--- src/rtl/des_sbox_pipe.sv ---
// des_sbox_pipe: pipelined DES substitution stage.
//   Applies S-boxes 1..8 to LANES independent 48-bit words per beat. The
//   lookup is combinational on in_data and captured into stage 0. Later
//   stages only move data, and out_* come from the last stage register.
//   Uses a valid/ready handshake with per-stage bubble collapse, a sideband
//   tag, a synchronous flush and registered occupancy.
// Ports:
//   clk, rst_n         rising-edge clock, async active-low reset
//   flush              clears every stage valid (data regs keep value)
//   in_valid/in_ready  input handshake; in_ready is combinational from out_ready
//   in_data [0:48L-1]  lane l at bits [48l : 48l+47], MSB-first
//   in_tag             sideband tag, returned unchanged with the beat
//   out_valid/out_ready output handshake
//   out_data [0:32L-1] lane l at bits [32l : 32l+31]
//   out_tag            tag of the presented beat
//   occupancy          popcount of stage valids (registered)

// Generic S-box ROM. idx is the raw 6-bit slice [0:5]: row = {b0,b5},
// col = b1..b4. T holds the 64 entries row-major, entry 0 in the top nibble.
module des_sbox_rom #(
  parameter logic [0:255] T = '0
) (
  input  logic [0:5] idx,
  output logic [0:3] val
);
  logic [5:0] ent;
  assign ent = {idx[0], idx[5], idx[1:4]};
  assign val = T[{ent, 2'b00} +: 4];
endmodule

module Sbox1 (input logic [0:5] idx, output logic [0:3] val);
  des_sbox_rom #(.T(256'hE4D12FB83A6C5907_0F74E2D1A6CB9538_41E8D62BFC973A50_FC8249175B3EA06D))
    u_rom (.idx(idx), .val(val));
endmodule

module Sbox2 (input logic [0:5] idx, output logic [0:3] val);
  des_sbox_rom #(.T(256'hF18E6B34972DC05A_3D47F28EC01A69B5_0E7BA4D158C6932F_D8A13F42B67C05E9))
    u_rom (.idx(idx), .val(val));
endmodule

module Sbox3 (input logic [0:5] idx, output logic [0:3] val);
  des_sbox_rom #(.T(256'hA09E63F51DC7B428_D709346A285ECBF1_D6498F30B12C5AE7_1AD069874FE3B52C))
    u_rom (.idx(idx), .val(val));
endmodule

module Sbox4 (input logic [0:5] idx, output logic [0:3] val);
  des_sbox_rom #(.T(256'h7DE3069A1285BC4F_D8B56F03472C1AE9_A690CB7DF13E5284_3F06A1D8945BC72E))
    u_rom (.idx(idx), .val(val));
endmodule

module Sbox5 (input logic [0:5] idx, output logic [0:3] val);
  des_sbox_rom #(.T(256'h2C417AB6853FD0E9_EB2C47D150FA3986_421BAD78F9C5630E_B8C71E2D6F09A453))
    u_rom (.idx(idx), .val(val));
endmodule

module Sbox6 (input logic [0:5] idx, output logic [0:3] val);
  des_sbox_rom #(.T(256'hC1AF92680D34E75B_AF427C9561DE0B38_9EF528C3704A1DB6_432C95FABE17608D))
    u_rom (.idx(idx), .val(val));
endmodule

module Sbox7 (input logic [0:5] idx, output logic [0:3] val);
  des_sbox_rom #(.T(256'h4B2EF08D3C975A61_D0B7491AE35C2F86_14BDC37EAF680592_6BD814A7950FE23C))
    u_rom (.idx(idx), .val(val));
endmodule

module Sbox8 (input logic [0:5] idx, output logic [0:3] val);
  des_sbox_rom #(.T(256'hD2846FB1A93E50C7_1FD8A374C56B0E92_7B419CE206ADF358_21E74A8DFC90356B))
    u_rom (.idx(idx), .val(val));
endmodule

// One 48-bit lane: slice k-1 feeds S-box k, result nibble k-1.
module des_sbox_lane (
  input  logic [0:47] din,
  output logic [0:31] dout
);
  Sbox1 u_s1 (.idx(din[0:5]),   .val(dout[0:3]));
  Sbox2 u_s2 (.idx(din[6:11]),  .val(dout[4:7]));
  Sbox3 u_s3 (.idx(din[12:17]), .val(dout[8:11]));
  Sbox4 u_s4 (.idx(din[18:23]), .val(dout[12:15]));
  Sbox5 u_s5 (.idx(din[24:29]), .val(dout[16:19]));
  Sbox6 u_s6 (.idx(din[30:35]), .val(dout[20:23]));
  Sbox7 u_s7 (.idx(din[36:41]), .val(dout[24:27]));
  Sbox8 u_s8 (.idx(din[42:47]), .val(dout[28:31]));
endmodule

module des_sbox_pipe #(
  parameter int LANES  = 1,
  parameter int STAGES = 2,
  parameter int TAG_W  = 4,
  localparam int OCC_W = $clog2(STAGES+1)
) (
  input  logic                   clk,
  input  logic                   rst_n,
  input  logic                   flush,
  input  logic                   in_valid,
  output logic                   in_ready,
  input  logic [0:48*LANES-1]    in_data,
  input  logic [TAG_W-1:0]       in_tag,
  output logic                   out_valid,
  input  logic                   out_ready,
  output logic [0:32*LANES-1]    out_data,
  output logic [TAG_W-1:0]       out_tag,
  output logic [OCC_W-1:0]       occupancy
);
  logic [0:32*LANES-1]                 sub;
  logic [STAGES-1:0]                   vld_pipe, vld_nxt, adv;
  logic [STAGES-1:0][0:32*LANES-1]     dat_q;
  logic [STAGES-1:0][TAG_W-1:0]        tag_q;
  logic [OCC_W-1:0]                    occ_nxt;

  for (genvar l = 0; l < LANES; l++) begin : g_lane
    des_sbox_lane u_lane (.din(in_data[48*l +: 48]), .dout(sub[32*l +: 32]));
  end

  // Stage s may advance when the output drains or any stage at or above s
  // holds a bubble. Written flat per stage so there is no comb self-loop.
  for (genvar s = 0; s < STAGES; s++) begin : g_adv
    assign adv[s] = out_ready | ~(&vld_pipe[STAGES-1:s]);
  end

  assign in_ready  = adv[0];
  assign out_valid = vld_pipe[STAGES-1];
  assign out_data  = dat_q[STAGES-1];
  assign out_tag   = tag_q[STAGES-1];

  always_comb begin
    vld_nxt = vld_pipe;
    if (flush) begin
      vld_nxt = '0;
    end else begin
      if (adv[0]) vld_nxt[0] = in_valid;
      for (int s = 1; s < STAGES; s++)
        if (adv[s]) vld_nxt[s] = vld_pipe[s-1];
    end
  end

  always_comb begin
    occ_nxt = '0;
    for (int s = 0; s < STAGES; s++)
      occ_nxt = occ_nxt + OCC_W'(vld_nxt[s]);
  end

  always_ff @(posedge clk or negedge rst_n) begin
    if (!rst_n) begin
      vld_pipe  <= '0;
      dat_q     <= '0;
      tag_q     <= '0;
      occupancy <= '0;
    end else begin
      vld_pipe  <= vld_nxt;
      occupancy <= occ_nxt;
      // Flush only drops valids; payload registers are left as they were.
      if (!flush) begin
        // Stage 0 only captures real beats so idle don't-care inputs never land.
        if (adv[0] && in_valid) begin
          dat_q[0] <= sub;
          tag_q[0] <= in_tag;
        end
        for (int s = 1; s < STAGES; s++)
          if (adv[s]) begin
            dat_q[s] <= dat_q[s-1];
            tag_q[s] <= tag_q[s-1];
          end
      end
    end
  end
endmodule

--- config.mk ---
export PLATFORM = sky130hd
export DESIGN_NAME = des_sbox_pipe
export DESIGN_NICKNAME = d
export VERILOG_FILES = /design/src/rtl/des_sbox_pipe.sv
export SDC_FILE = /design/constraint.sdc
export NUM_CORES = 1
export LEC_CHECK = 0
export ABC_AREA = 1
export BUFFER_PORTS_ARGS = -buffer_cell sky130_fd_sc_hd__buf_4
export CAP_MARGIN = 40
export CELL_PAD_IN_SITES_DETAIL_PLACEMENT = 1
export CELL_PAD_IN_SITES_GLOBAL_PLACEMENT = 1
export CORE_ASPECT_RATIO = 1.25
export CORE_MARGIN = 5
export CORE_UTILIZATION = 42
export CTS_CLUSTER_DIAMETER = 60
export CTS_CLUSTER_SIZE = 14
export DETAILED_ROUTE_END_ITERATION = 12
export PLACE_DENSITY = 0.92
export SYNTH_ARGS = -nofsm -noshare
export SYNTH_HDL_FRONTEND = slang
export SYNTH_SLANG_ARGS = --single-unit
--- constraint.sdc ---
create_clock -name clk -period 1.7 [get_ports clk]
set_input_delay 0.425 -clock clk [delete_from_list [all_inputs] [get_ports clk]]
set_output_delay 0.425 -clock clk [all_outputs]
set_load 0.05 [all_outputs]
==> summary.txt <==
Detailed routing
  • Via count: 8,082
  • Post-DRT Antenna Nets: 0
  • Final wirelength: 24,140 um
  • Post-DR wirelength/cell: 16.35 um
  • # DRC: 0
  • 1st-iter DRT viols: 430
  • Via-to-Cell Ratio: 5.476
  • DRT Pass-1 Iters: 4

Power and ir drop
  • Leakage: 4.810 nW
  • Total Power: 7.249 mW
  • Power density cells: 833.7 mW/mm2
  • Peak supply drop: 0.0006484 V

Cells and area
  • Nets: 1,368
  • Layout cells sized above 1: 16.85%
  • FF+latch area: 0.001903 mm2
  • Antenna diode instance count: 0
  • Commonest cells after routing, fill and taps aside: nand2_1 (453), nand3_1 (256), buf_4 (148)
  • Filler Cell Count: 2,377
  • Multi-input gate area: 0.004666 mm2
  • Area growth from synthesis to layout: 16.48%
  • Finished Cell Area: 0.008695 mm2
  • Most common cell after layout, fill and taps aside: nand2_1

Setup path
  • Nature of the critical path startpoint: register
  • Reg-to-reg startpoint: vld_pipe[1]$_DFF_PN0_
  • Capture point of the worst reg-to-reg path: dat_q[12]$_DFFE_PN0P_
  • WP data required: 1270 ps
  • CP endpoint kind: primary output
  • CP max FO: 3
  • Flop2flop setup slack: 110 ps
  • FF-to-FF path depth: 8
  • Crit path kind: register to primary output
  • Crit path arrival time: 1190 ps

STA
  • Clock skew: 4.990 ps
  • Final Cycle Share: 94.83%
  • Fin crit period: 1612 ps
  • Final Slew Violations: 0
  • Relative slew slack: 70.70%
  • Final setup viols: 0
  • Measured slew at the worst slew-check pin: 439.0 ps
  • RSZ-0062 raised after global routing: false
  • Hold Vio Cnt, Final: 0
  • Max Freq: 620.3 MHz

Clocking
  • Clock buffer count from CTS: 9
  • Clock sink total: 76
  • Root Buffer: clkbuf_16
  • H-Tree Depth: 3
  • CTS clk-pin slew, worst paths: 60 ps
  • Cts hold-fix bufs: 0
  • Clock latency at the later pin of the worst-skew pair: 340 ps
  • Maximum root-to-sink buffer count: 2
  • CTS tree: done

Run status
  • Status: completed

Floorplanning
  • Initial Utilization: 42.66%
  • Core area: 0.01750 mm2
  • Die width: 129.2 um
  • Floorplan row count: 54
  • I/O Pins: 97
  • Die Y: 159.1 um
  • Die footprint: 0.02056 mm2

Logic synthesis
  • Mean Syn Cell Area: 6.375 um2
  • Sequential cell area fraction in the yosys report: 25.48%
  • Syn_nets: 1,292
  • Warnings, synthesis: 0
  • FF+latch count, synth: 76
  • Synth top area share: 25.48%
  • Synth area leader: dfrtp_1
  • Post-Syn Area: 0.007465 mm2
  • Post-Synthesis Cells: 1,171
  • Synth cell types: 20
  • Synth top area cells: dfrtp_1 (25%), nand2_1 (23%), nand3_1 (17%)

Global route
  • Largest net degree at the start of global routing: 77
  • Total GRT Usage: 23.54%
  • Vias in the first global route: 8,535
  • GRT overflow: 0
  • Initial antenna violation count: 0
  • First-pass GRT wire length: 40,610 um

Placed design
  • Placed cell area: 0.008369 mm2
  • Port Buf Inserts: 96
  • Final GP Congestion: 0.8990
  • Detail Placement HPWL: 18,060 um

Worst hold path
  • Hold Path Class: input port to async pin

Run
  • MaxCap Viol Count: 0
-- layout make-up --
cell class,count,share of cell area [%]
clock buffer,12,2.950
clock inverter,4,0.5468
inverter,101,4.360
multi-input combinational,908,53.66
sequential,76,21.89
tap,224,3.223
timing repair buffer,151,13.37
-- worst max-delay path, cell delays in order, from the launching register on --
cell	delay [ps]
dfrtp_2	410
nand2_2	120
nor2_4	50
inv_1	90
buf_6	170
-- cells by family (layout without fill, tap and decap cells) --
group	Yosys count	count (layout)	synth area share, %
adder cells (fa/ha/maj)	64	64	10.73
AO/OA/AOI/OAI	77	77	5.364
buffers and inverters	187	268	12.19
multiplexers	30	30	4.526
flip-flops	76	76	25.48
AND/OR/NAND/NOR	736	736	41.60
XOR/XNOR	1	1	0.1174
-- how the worst max path moves through the flow --
stage	startpoint	end	cells after the start
after floorplan	vld_pipe[1]$_DFF_PN0_	occupancy[0]$_DFF_PN0_	5
after global placement	in_data[4]	dat_q[28]$_DFFE_PN0P_	11
after detailed placement	in_data[4]	dat_q[28]$_DFFE_PN0P_	11
after CTS	vld_pipe[1]$_DFF_PN0_	in_ready	4
after global routing	vld_pipe[1]$_DFF_PN0_	dat_q[12]$_DFFE_PN0P_	8
final	vld_pipe[1]$_DFF_PN0_	in_ready	4
-- per-layer routing --
layer  global-route usage [%]  part of all wire, %
met1                    28.23                   41
met4                    6.829                  2.1
met3                    4.362                  4.4
met5                        0                    0
met2                    42.22                   52
-- sequential cells by signal, indices dropped and copies added, names as in the netlist --
signal / flops
out_data: 32
dat_q: 32
tag_q: 4
occupancy: 2
vld_pipe: 2
out_tag: 4
-- stage by stage --
stage	hold WS [ps]	setup TNS, ps	cells	worst slack [ps]	utilization, %
6_report	108.8	0	1476	87.97	49.69
5_1_grt	140.3	0	1476	2.631	49.69
4_1_cts	119.8	0	1476	40.19	49.66
3_5_place_dp	465.8	-278.4	1459	-66.22	47.83
3_3_place_gp	459.5	0	1459	20.43	47.83
2_1_floorplan	129.4	0	1171	18.33	-
-- Yosys cell counts --
| library cell | number |
|---|---|
| nand3_1 | 256 |
| inv_2 | 10 |
| clkinv_1 | 1 |
| ha_1 | 64 |
| nand2_1 | 455 |
| buf_2 | 37 |
| dfrtp_1 | 76 |
| o21ai_0 | 43 |
| nor2_1 | 20 |
| buf_4 | 43 |
| nor3_4 | 1 |
| inv_1 | 90 |
| o21ai_1 | 1 |
| o211ai_1 | 6 |
| nand4_1 | 4 |
| mux2_2 | 30 |
| xnor2_1 | 1 |
| clkbuf_1 | 5 |
| buf_1 | 1 |
| a21oi_1 | 27 |
-- power breakdown --
| part | internal [mW] | total (mW) | switching (mW) | leakage [nW] |
|---|---|---|---|---|
| Sequential | 2.15 | 2.37 | 0.217 | 0.943 |
| Clock | 1.21 | 1.97 | 0.762 | 0.149 |
| Combinational | 0.989 | 2.91 | 1.92 | 3.72 |
-- repair_timing --
action / in CTS / in global routing
setup endpoints to repair: 1 / 1
setup buffers: 1 / 0
gates resized for setup: 3 / 1
cloned: 0 / 0
pin swaps: 1 / 0
Note: power is estimated with default switching activity, not from simulation.
